**config.mk**
```make
export PLATFORM = sky130hd
export DESIGN_NAME = dmem_arbiter
export DESIGN_NICKNAME = d
export VERILOG_FILES = /design/src/rtl/dmem_arbiter.sv
export SDC_FILE = /design/constraint.sdc
export NUM_CORES = 1
export LEC_CHECK = 0
export CAP_MARGIN = 20
export CORE_AREA = 2 2 231 233
export CTS_CLUSTER_SIZE = 16
export DETAILED_ROUTE_END_ITERATION = 12
export DIE_AREA = 0 0 233 235
export GPL_TIMING_DRIVEN = 0
export HOLD_SLACK_MARGIN = 0.12
export PLACE_DENSITY_LB_ADDON = 0.3
export SLEW_MARGIN = 15
export SYNTH_ARGS = -nofsm -noshare
export SYNTH_HDL_FRONTEND = slang
export SYNTH_SLANG_ARGS = --single-unit
```
**constraint.sdc**
```tcl
create_clock -name clk -period 2.4 [get_ports clk]
set_input_delay 0.48 -clock clk [delete_from_list [all_inputs] [get_ports clk]]
set_output_delay 0.48 -clock clk [all_outputs]
set_load 0.005 [all_outputs]
```
**src/rtl/dmem_arbiter.sv**
```systemverilog
// Data-memory port arbiter: grants the CPU MEM stage or the DMA/debug requester one
// access at a time, holds the command for MEM_LAT cycles, then returns data/err for a cycle.
module dmem_arbiter #(
    parameter int DATA_W     = 64,
    parameter int MEM_LAT    = 2,
    parameter int STARVE_MAX = 4
) (
    input  logic              clk,
    input  logic              reset,
    input  logic              cpu_req,
    input  logic              cpu_we,
    input  logic [DATA_W-1:0] cpu_addr,
    input  logic [DATA_W-1:0] cpu_wdata,
    output logic              cpu_gnt,
    output logic              cpu_done,
    output logic [DATA_W-1:0] cpu_rdata,
    output logic              cpu_err,
    output logic              cpu_stall,
    input  logic              dma_req,
    input  logic              dma_we,
    input  logic [DATA_W-1:0] dma_addr,
    input  logic [DATA_W-1:0] dma_wdata,
    output logic              dma_gnt,
    output logic              dma_done,
    output logic [DATA_W-1:0] dma_rdata,
    output logic              dma_err,
    output logic              mem_en,
    output logic              mem_we,
    output logic [DATA_W-1:0] mem_addr,
    output logic [DATA_W-1:0] mem_wdata,
    input  logic [DATA_W-1:0] mem_rdata
);

    localparam logic [1:0] S_IDLE   = 2'd0;
    localparam logic [1:0] S_ACCESS = 2'd1;
    localparam logic [1:0] S_RESP   = 2'd2;

    localparam int CW = $clog2(MEM_LAT + 1);
    localparam int SW = $clog2(STARVE_MAX + 1);
    localparam logic [CW-1:0] LAT_LAST   = CW'(MEM_LAT - 1);
    localparam logic [SW-1:0] STARVE_LIM = SW'(STARVE_MAX);

    logic [1:0]        state;
    logic [CW-1:0]     cyc_cnt;
    logic [SW-1:0]     starve_cnt;
    logic              win_dma;

    logic              idle;
    logic              contested;
    logic              dma_win;
    logic              misaligned;
    logic              sel_we;
    logic [DATA_W-1:0] sel_addr;
    logic [DATA_W-1:0] sel_wdata;
    logic [DATA_W-1:0] rd_data;

    // Grant is gated by reset so no port sees gnt while the block is held in reset.
    assign idle       = (state == S_IDLE) && reset;
    assign contested  = cpu_req && dma_req;
    assign dma_win    = dma_req && (!cpu_req || (starve_cnt >= STARVE_LIM));
    assign cpu_gnt    = idle && cpu_req && !dma_win;
    assign dma_gnt    = idle && dma_win;
    assign sel_we     = dma_win ? dma_we    : cpu_we;
    assign sel_addr   = dma_win ? dma_addr  : cpu_addr;
    assign sel_wdata  = dma_win ? dma_wdata : cpu_wdata;
    assign misaligned = |sel_addr[2:0];
    assign rd_data    = mem_we ? '0 : mem_rdata;
    assign cpu_stall  = cpu_req && !cpu_done;

    // mem_we/mem_addr/mem_wdata double as the command registers; they are only
    // loaded for aligned commands so the memory port stays quiet otherwise.
    always_ff @(posedge clk or negedge reset) begin
        if (!reset) begin
            state      <= S_IDLE;
            cyc_cnt    <= '0;
            starve_cnt <= '0;
            win_dma    <= 1'b0;
            mem_en     <= 1'b0;
            mem_we     <= 1'b0;
            mem_addr   <= '0;
            mem_wdata  <= '0;
            cpu_done   <= 1'b0;
            cpu_rdata  <= '0;
            cpu_err    <= 1'b0;
            dma_done   <= 1'b0;
            dma_rdata  <= '0;
            dma_err    <= 1'b0;
        end else begin
            case (state)
                S_IDLE: begin
                    if (cpu_gnt || dma_gnt) begin
                        win_dma <= dma_gnt;
                        if (dma_gnt)
                            starve_cnt <= '0;
                        else if (contested && (starve_cnt < STARVE_LIM))
                            starve_cnt <= starve_cnt + 1'b1;
                        if (misaligned) begin
                            state    <= S_RESP;
                            cpu_done <= cpu_gnt;
                            cpu_err  <= cpu_gnt;
                            dma_done <= dma_gnt;
                            dma_err  <= dma_gnt;
                        end else begin
                            state     <= S_ACCESS;
                            cyc_cnt   <= LAT_LAST;
                            mem_en    <= 1'b1;
                            mem_we    <= sel_we;
                            mem_addr  <= sel_addr;
                            mem_wdata <= sel_wdata;
                        end
                    end
                end
                S_ACCESS: begin
                    if (cyc_cnt == '0) begin
                        state     <= S_RESP;
                        mem_en    <= 1'b0;
                        mem_we    <= 1'b0;
                        mem_addr  <= '0;
                        mem_wdata <= '0;
                        if (win_dma) begin
                            dma_done  <= 1'b1;
                            dma_rdata <= rd_data;
                        end else begin
                            cpu_done  <= 1'b1;
                            cpu_rdata <= rd_data;
                        end
                    end else begin
                        cyc_cnt <= cyc_cnt - 1'b1;
                    end
                end
                S_RESP: begin
                    state     <= S_IDLE;
                    cpu_done  <= 1'b0;
                    cpu_rdata <= '0;
                    cpu_err   <= 1'b0;
                    dma_done  <= 1'b0;
                    dma_rdata <= '0;
                    dma_err   <= 1'b0;
                end
                default: state <= S_IDLE;
            endcase
        end
    end

endmodule
```
==> results.cfg, run 1 <==
[worst_setup_path]
crit_type = flip-flop to flip-flop
r2r_cells = 7
arrival_ns = 2.73
required_ns = 2.80
cp-endpoint = mem_addr[48]$_DFFE_PN0P_
crit_path_start = starve_cnt[2]$_DFFE_PN0P_
cp_max_fo = 10
timing.rr.end = mem_addr[48]$_DFFE_PN0P_
r2r_start = starve_cnt[2]$_DFFE_PN0P_
rrSetupSlack_ns = 0.07
cp-start-kind = flip-flop
end_kind = flip-flop

[cells_and_area]
final_common_cell = clkdlybuf4s50_1
fin_util_pct = 37.6
layout_common_cells = clkdlybuf4s50_1, dfrtp_1, nand2_1, o21ai_0, mux2i_1
drive_gt1_share_pct = 7.92
seq_area_um2 = 6760
synthToLayoutAreaGrowth_pct = 73.4
final.fill_count = 5168
nets = 1975
multiInputGateArea_um2 = 4300

[detailed_routing]
firstDrtPassIters = 4
routedWlPerCell_um = 20.2
totalWireLength_mm = 47.5
via_count = 10200
drtIter0Drc = 343
postRouteAntennaNets = 0
viasPerCell = 4.35
drc_errors = 0

[clock_network]
numCtsBuffers = 34
clockBufferDepth = 3
clkTransAtPathRegs_ns = 0.05
htree_levels = 2
root_buffer = clkbuf_16
cts.sink_count = 270
cts_tree = done
clock_latency_ns = 0.52

[grt]
grt_max_degree = 78
grt_usage_pct = 16.8
grt_pass1_wl_mm = 69.5
gr-total-overflow = 0
grt_pass1_vias = 11000
grt_antenna_before_repair = 3

[sta]
finClkSkew_ns = 0.00814
setup_viol = 0
maxSlewHeadroom_pct = 47.8
timing.fmax_mhz = 429
period_minus_slack_ns = 2.33
maxSlewViolCount = 0
setup_tns_ns = 0
tightest_slew_ns = 0.783
finalCritPeriodShare_pct = 97.0
finalHoldViolations = 0

[min_path]
hold_start = dma_rdata[31]$_DFFE_PN0P_
min_path_type = flip-flop to flip-flop

[floorplan]
io_pins = 591
die_w_um = 233
core.rowCount = 84
coreArea_um2 = 52200
die_y_um = 235
floorplan.initialDensity_pct = 21.7
die_area_um2 = 54800

[synthesis]
syn-num-nets = 1332
yosysSeqAreaShare_pct = 59.7
syn_area_um2 = 11300
yosys.area.top_type = dfrtp_1
netlist_instances = 1000
syn-mean-instance-area_um2 = 11.3
synth.yosys.warnings = 0
yosys.area.top_type_share_pct = 59.7
ys_types = 32
ys_seq_elements = 270
yosys-top-cells-area = dfrtp_1, mux2i_1, o2bb2ai_1

[power]
leakage_nw = 8.67
powerDensity_nw_per_um2 = 1010
peakVddDrop_mv = 0.651

[outcome]
outcome = finished clean

[placed_design]
dp_hpwl_mm = 36.9
portBuffers = 589
routabilityCongestion = 0.843

[flow_run]
cap_violations = 0
-- layout make-up --
type / instances / share of cell area, %
repair buffers: 607 / 31.4
plain buffers: 78 / 2.25
flip-flops and latches: 270 / 34.4
multi-input cells: 646 / 21.9
diodes: 1 / 0.0128
inverters: 6 / 0.115
well taps: 688 / 4.39
clock buffers: 53 / 5.16
clock inverters: 6 / 0.300
-- what timing repair did --
action,4_1_cts,5_1_grt
setup endpoints to repair,261,230
cloned,1,0
pin swaps,2,3
hold endpoints to repair,32,0
hold buffers,6,0
resized for setup,65,55
setup buffers,3,4
-- Yosys cell counts, drive strengths merged --
cell type / number
dfrtp: 270
nand2: 199
o21ai: 134
mux2i: 127
o2bb2ai: 126
clkbuf: 70
buf: 8
nor2: 7
ha: 6
inv: 6
nor2b: 6
and2: 5
a21oi: 4
a31oi: 4
nand2b: 4
a2bb2oi: 3
nand3: 3
nor3: 3
a211oi: 2
a21bo: 2
a21o: 2
o22ai: 2
a2111o: 1
a211o: 1
a311oi: 1
nor3b: 1
nor4b: 1
o211ai: 1
or3: 1
-- routing by layer --
metal,track usage [%],vias up,wire length (um)
li1,-,4852,-
met1,18.8,4918,18300
met2,29.3,406,23300
met3,6.44,61,4470
met4,5.15,2,1330
met5,0,-,13
-- through the flow --
step / hold slack [ns] / instances / cell area [um2] / setup WS [ns] / total power, mW
floorplan: 0.184 / 1000 / 11300 / 0.230 / 9.63
global placement: 0.461 / 2277 / 18100 / -11.78 / 14.7
detailed placement: 0.373 / 2281 / 18200 / -1.26 / 14.8
CTS: 0.432 / 2350 / 19500 / 0.000437 / 20.1
global route: 0.462 / 2355 / 19600 / -0.0264 / 21.1
finish: 0.476 / 2355 / 19600 / 0.0712 / 19.8
-- where the power goes --
group / switching, mW / internal, mW / total, mW
registers: 0.797 / 5.92 / 6.72
clock network: 1.98 / 3.00 / 4.98
logic: 4.05 / 4.09 / 8.15
total: 6.83 / 13.0 / 19.8
-- worst min-delay path by stage --
stage / to / slack [ns] / cells past startpoint
global placement: dma_rdata[29]$_DFFE_PN0P_ / 0.46 / 2
CTS: win_dma$_DFFE_PN0P_ / 0.43 / 4
global route: win_dma$_DFFE_PN0P_ / 0.46 / 4
finish: dma_rdata[31]$_DFFE_PN0P_ / 0.48 / 2
floorplan: cpu_done$_DFFE_PN0P_ / 0.18 / 0
detailed placement: dma_rdata[26]$_DFFE_PN0P_ / 0.37 / 1
-- cell families (layout without fill, tap and decap cells) --
kind of cell | Yosys count | after routing | share of synthesized area, %
AO/OA/AOI/OAI | 283 | 283 | 17.2
adder cells (fa/ha/maj) | 6 | 6 | 0.663
buffers and inverters | 84 | 750 | 3.07
flip-flops | 270 | 270 | 59.7
multiplexers | 127 | 127 | 11.2
other | 0 | 1 | 0
AND/OR/NAND/NOR | 230 | 230 | 8.15
-- state kept, by name, summed over array words and instances (netlist names) --
register    cells
cpu_done        1
win_dma         1
mem_we          1
cpu_rdata      64
starve_cnt      3
dma_done        1
dma_rdata      64
state           2
mem_wdata      64
dma_err         1
cpu_err         1
cyc_cnt         2
mem_addr       64
mem_en          1
-- critical path, stage by stage (launching register included) --
cell and delay [ns]:
dfrtp_1 0.38, nand2b_4 0.17, a2111o_1 0.50, and2_4 0.19, a211o_4 0.37, clkbuf_8 0.20, clkbuf_2 0.21, o2bb2ai_1 0.16
No activity file was read; power rests on OpenSTA's default activity.
==> run 2, diff against run 1 <==
==> constraint.sdc (replaced) <==
create_clock -name clk -period 2.5 [get_ports clk]
set_input_delay 0.5 -clock clk [delete_from_list [all_inputs] [get_ports clk]]
set_output_delay 0.5 -clock clk [all_outputs]
set_load 0.005 [all_outputs]
==> run 2 against run 1 <==
  * Via count decreased by 0.24%
  * Register-to-register slack improved by 0.03 ns
  * Die area unchanged
  * Setup slack improved by 0.030 ns
  * Critical path type unchanged
==> results.cfg, run 2 (synthesized netlist as in run 1, its figures left out) <==
[clock_network]
htree_levels = 2
cts_tree = done
numCtsBuffers = 34
cts.sink_count = 270
clock_latency_ns = 0.52
clockBufferDepth = 3
root_buffer = clkbuf_16
clkTransAtPathRegs_ns = 0.05

[sta]
finalHoldViolations = 0
setup_tns_ns = 0
tightest_slew_ns = 0.786
finalCritPeriodShare_pct = 95.9
setup_viol = 0
period_minus_slack_ns = 2.40
timing.fmax_mhz = 417
maxSlewViolCount = 0
finClkSkew_ns = 0.0106
grt_setup_unrepaired = false
maxSlewHeadroom_pct = 47.6

[min_path]
hold_start = dma_rdata[31]$_DFFE_PN0P_
min_path_type = flip-flop to flip-flop
holdPathEnd = dma_rdata[31]$_DFFE_PN0P_
holdPathStages = 2

[placed_design]
dp_hpwl_mm = 36.9
placed_area_um2 = 18200
dp.cells = 2281
portBuffers = 589
routabilityCongestion = 0.843

[worst_setup_path]
arrival_ns = 2.80
r2r_start = starve_cnt[2]$_DFFE_PN0P_
crit_chain = nand2b_4 > a2111o_1 > and2_4 > a211o_2 > clkbuf_8 > clkbuf_2 > o2bb2ai_1
cpPeakStageDelay_ns = 0.45
crit_type = flip-flop to flip-flop
cp_top_family = compound AO/OA/AOI/OAI gates
rrSetupSlack_ns = 0.10
cp-start-kind = flip-flop
timing.rr.end = mem_addr[48]$_DFFE_PN0P_
path_buf_inv = 2
critPathSlowestCell = a2111o_1
cp_max_fo = 10
required_ns = 2.90
r2r_cells = 7
end_kind = flip-flop

[grt]
grt_pass1_wl_mm = 69.5
grt_antenna_before_repair = 3
grt_pass1_vias = 10900
gr-total-overflow = 0
grt_max_degree = 78
grt_usage_pct = 16.8

[floorplan]
die_y_um = 235
core.rowCount = 84
die_w_um = 233
floorplan.initialDensity_pct = 21.7
coreArea_um2 = 52200
io_pins = 591
die_area_um2 = 54800

[power]
leakage_nw = 8.64
powerDensity_nw_per_um2 = 970
peakVddDrop_mv = 0.610

[detailed_routing]
via_count = 10200
routedWlPerCell_um = 20.1
viasPerCell = 4.34
firstDrtPassIters = 4
drtIter0Drc = 306
totalWireLength_mm = 47.3
drc_errors = 0
postRouteAntennaNets = 0

[cells_and_area]
layout_common_cells = clkdlybuf4s50_1, dfrtp_1, nand2_1, o21ai_0, mux2i_1
drive_gt1_share_pct = 7.22
stdcell_area_um2 = 19500
stdcell_count = 2351
final_common_cell = clkdlybuf4s50_1
nets = 1971
synthToLayoutAreaGrowth_pct = 72.6

[outcome]
outcome = finished clean

[flow_run]
cap_violations = 0
run 2: cell types whose count changed in the layout (fill, tap and decap cells not counted), sizes merged:
cell         before  now
clkbuf          115  118
buf              33   25
dlygate4sd3       3    4
run 2: worst register-to-register path, delay by kind of cell, from the launching register on:
| kind | cells | cell delay [ns] |
|---|---|---|
| AOI/OAI and AO/OA | 3 | 1.03 |
| buffers and inverters | 2 | 0.44 |
| DFF | 1 | 0.42 |
| and+or+nand+nor | 2 | 0.40 |
run 2: area by class of cell:
type                            count  area, um2
Inverter                            6       22.5
Timing Repair Buffer              604       6140
Tap cell                          688        861
Fill cell                        5188      32700
Clock buffer                       53       1010
Clock inverter                      6       58.8
Multi-Input combinational cell    646       4260
Buffer                             77        418
Sequential cell                   270       6760
Antenna cell                        1       2.50
run 2: worst max-delay path by stage:
stage	cells past startpoint	end	slack, ns	from
floorplan	7	mem_addr[10]$_DFFE_PN0P_	0.31	dma_req
global placement	4	dma_gnt	-11.72	reset
detailed placement	8	mem_addr[12]$_DFFE_PN0P_	-1.18	cpu_req
CTS	7	mem_wdata[42]$_DFFE_PN0P_	0.01	starve_cnt[2]$_DFFE_PN0P_
global route	9	dma_rdata[10]$_DFFE_PN0P_	0.007	state[0]$_DFFE_PN0P_
finish	7	mem_addr[48]$_DFFE_PN0P_	0.10	starve_cnt[2]$_DFFE_PN0P_
run 2: timing repair:
action / CTS / global route
hold endpoints to repair: 32 / 0
gates cloned: 1 / 0
gates resized for setup: 53 / 47
setup endpoints to repair: 240 / 224
hold buffers: 7 / 0
pin swaps: 1 / 1
buffers inserted: 2 / 1
run 2: per-stage QoR:
stage / power [mW] / util (%) / hold slack [ns] / setup WS, ns
final: 18.9 / 37.4 / 0.476 / 0.101
after CTS: 19.3 / 37.3 / 0.453 / 0.00963
after floorplan: 9.25 / - / 0.204 / 0.310
after global placement: 14.1 / 34.6 / 0.461 / -11.72
after global routing: 20.2 / 37.4 / 0.468 / 0.00717
after detailed placement: 14.2 / 34.8 / 0.393 / -1.18
run 2: per-layer routing:
metal	global-route usage [%]	wire, um
met4	5.15	1280
met3	6.42	4590
met2	29.2	23300
met5	0	13
met1	18.8	18100
run 2: where the power goes:
group / total (mW) / leakage, nW / internal (mW) / switching, mW
Sequential: 6.45 / 3.61 / 5.69 / 0.761
Combinational: 7.72 / 4.50 / 3.87 / 3.85
Clock: 4.78 / 0.529 / 2.88 / 1.90
Total: 18.9 / 8.64 / 12.4 / 6.51
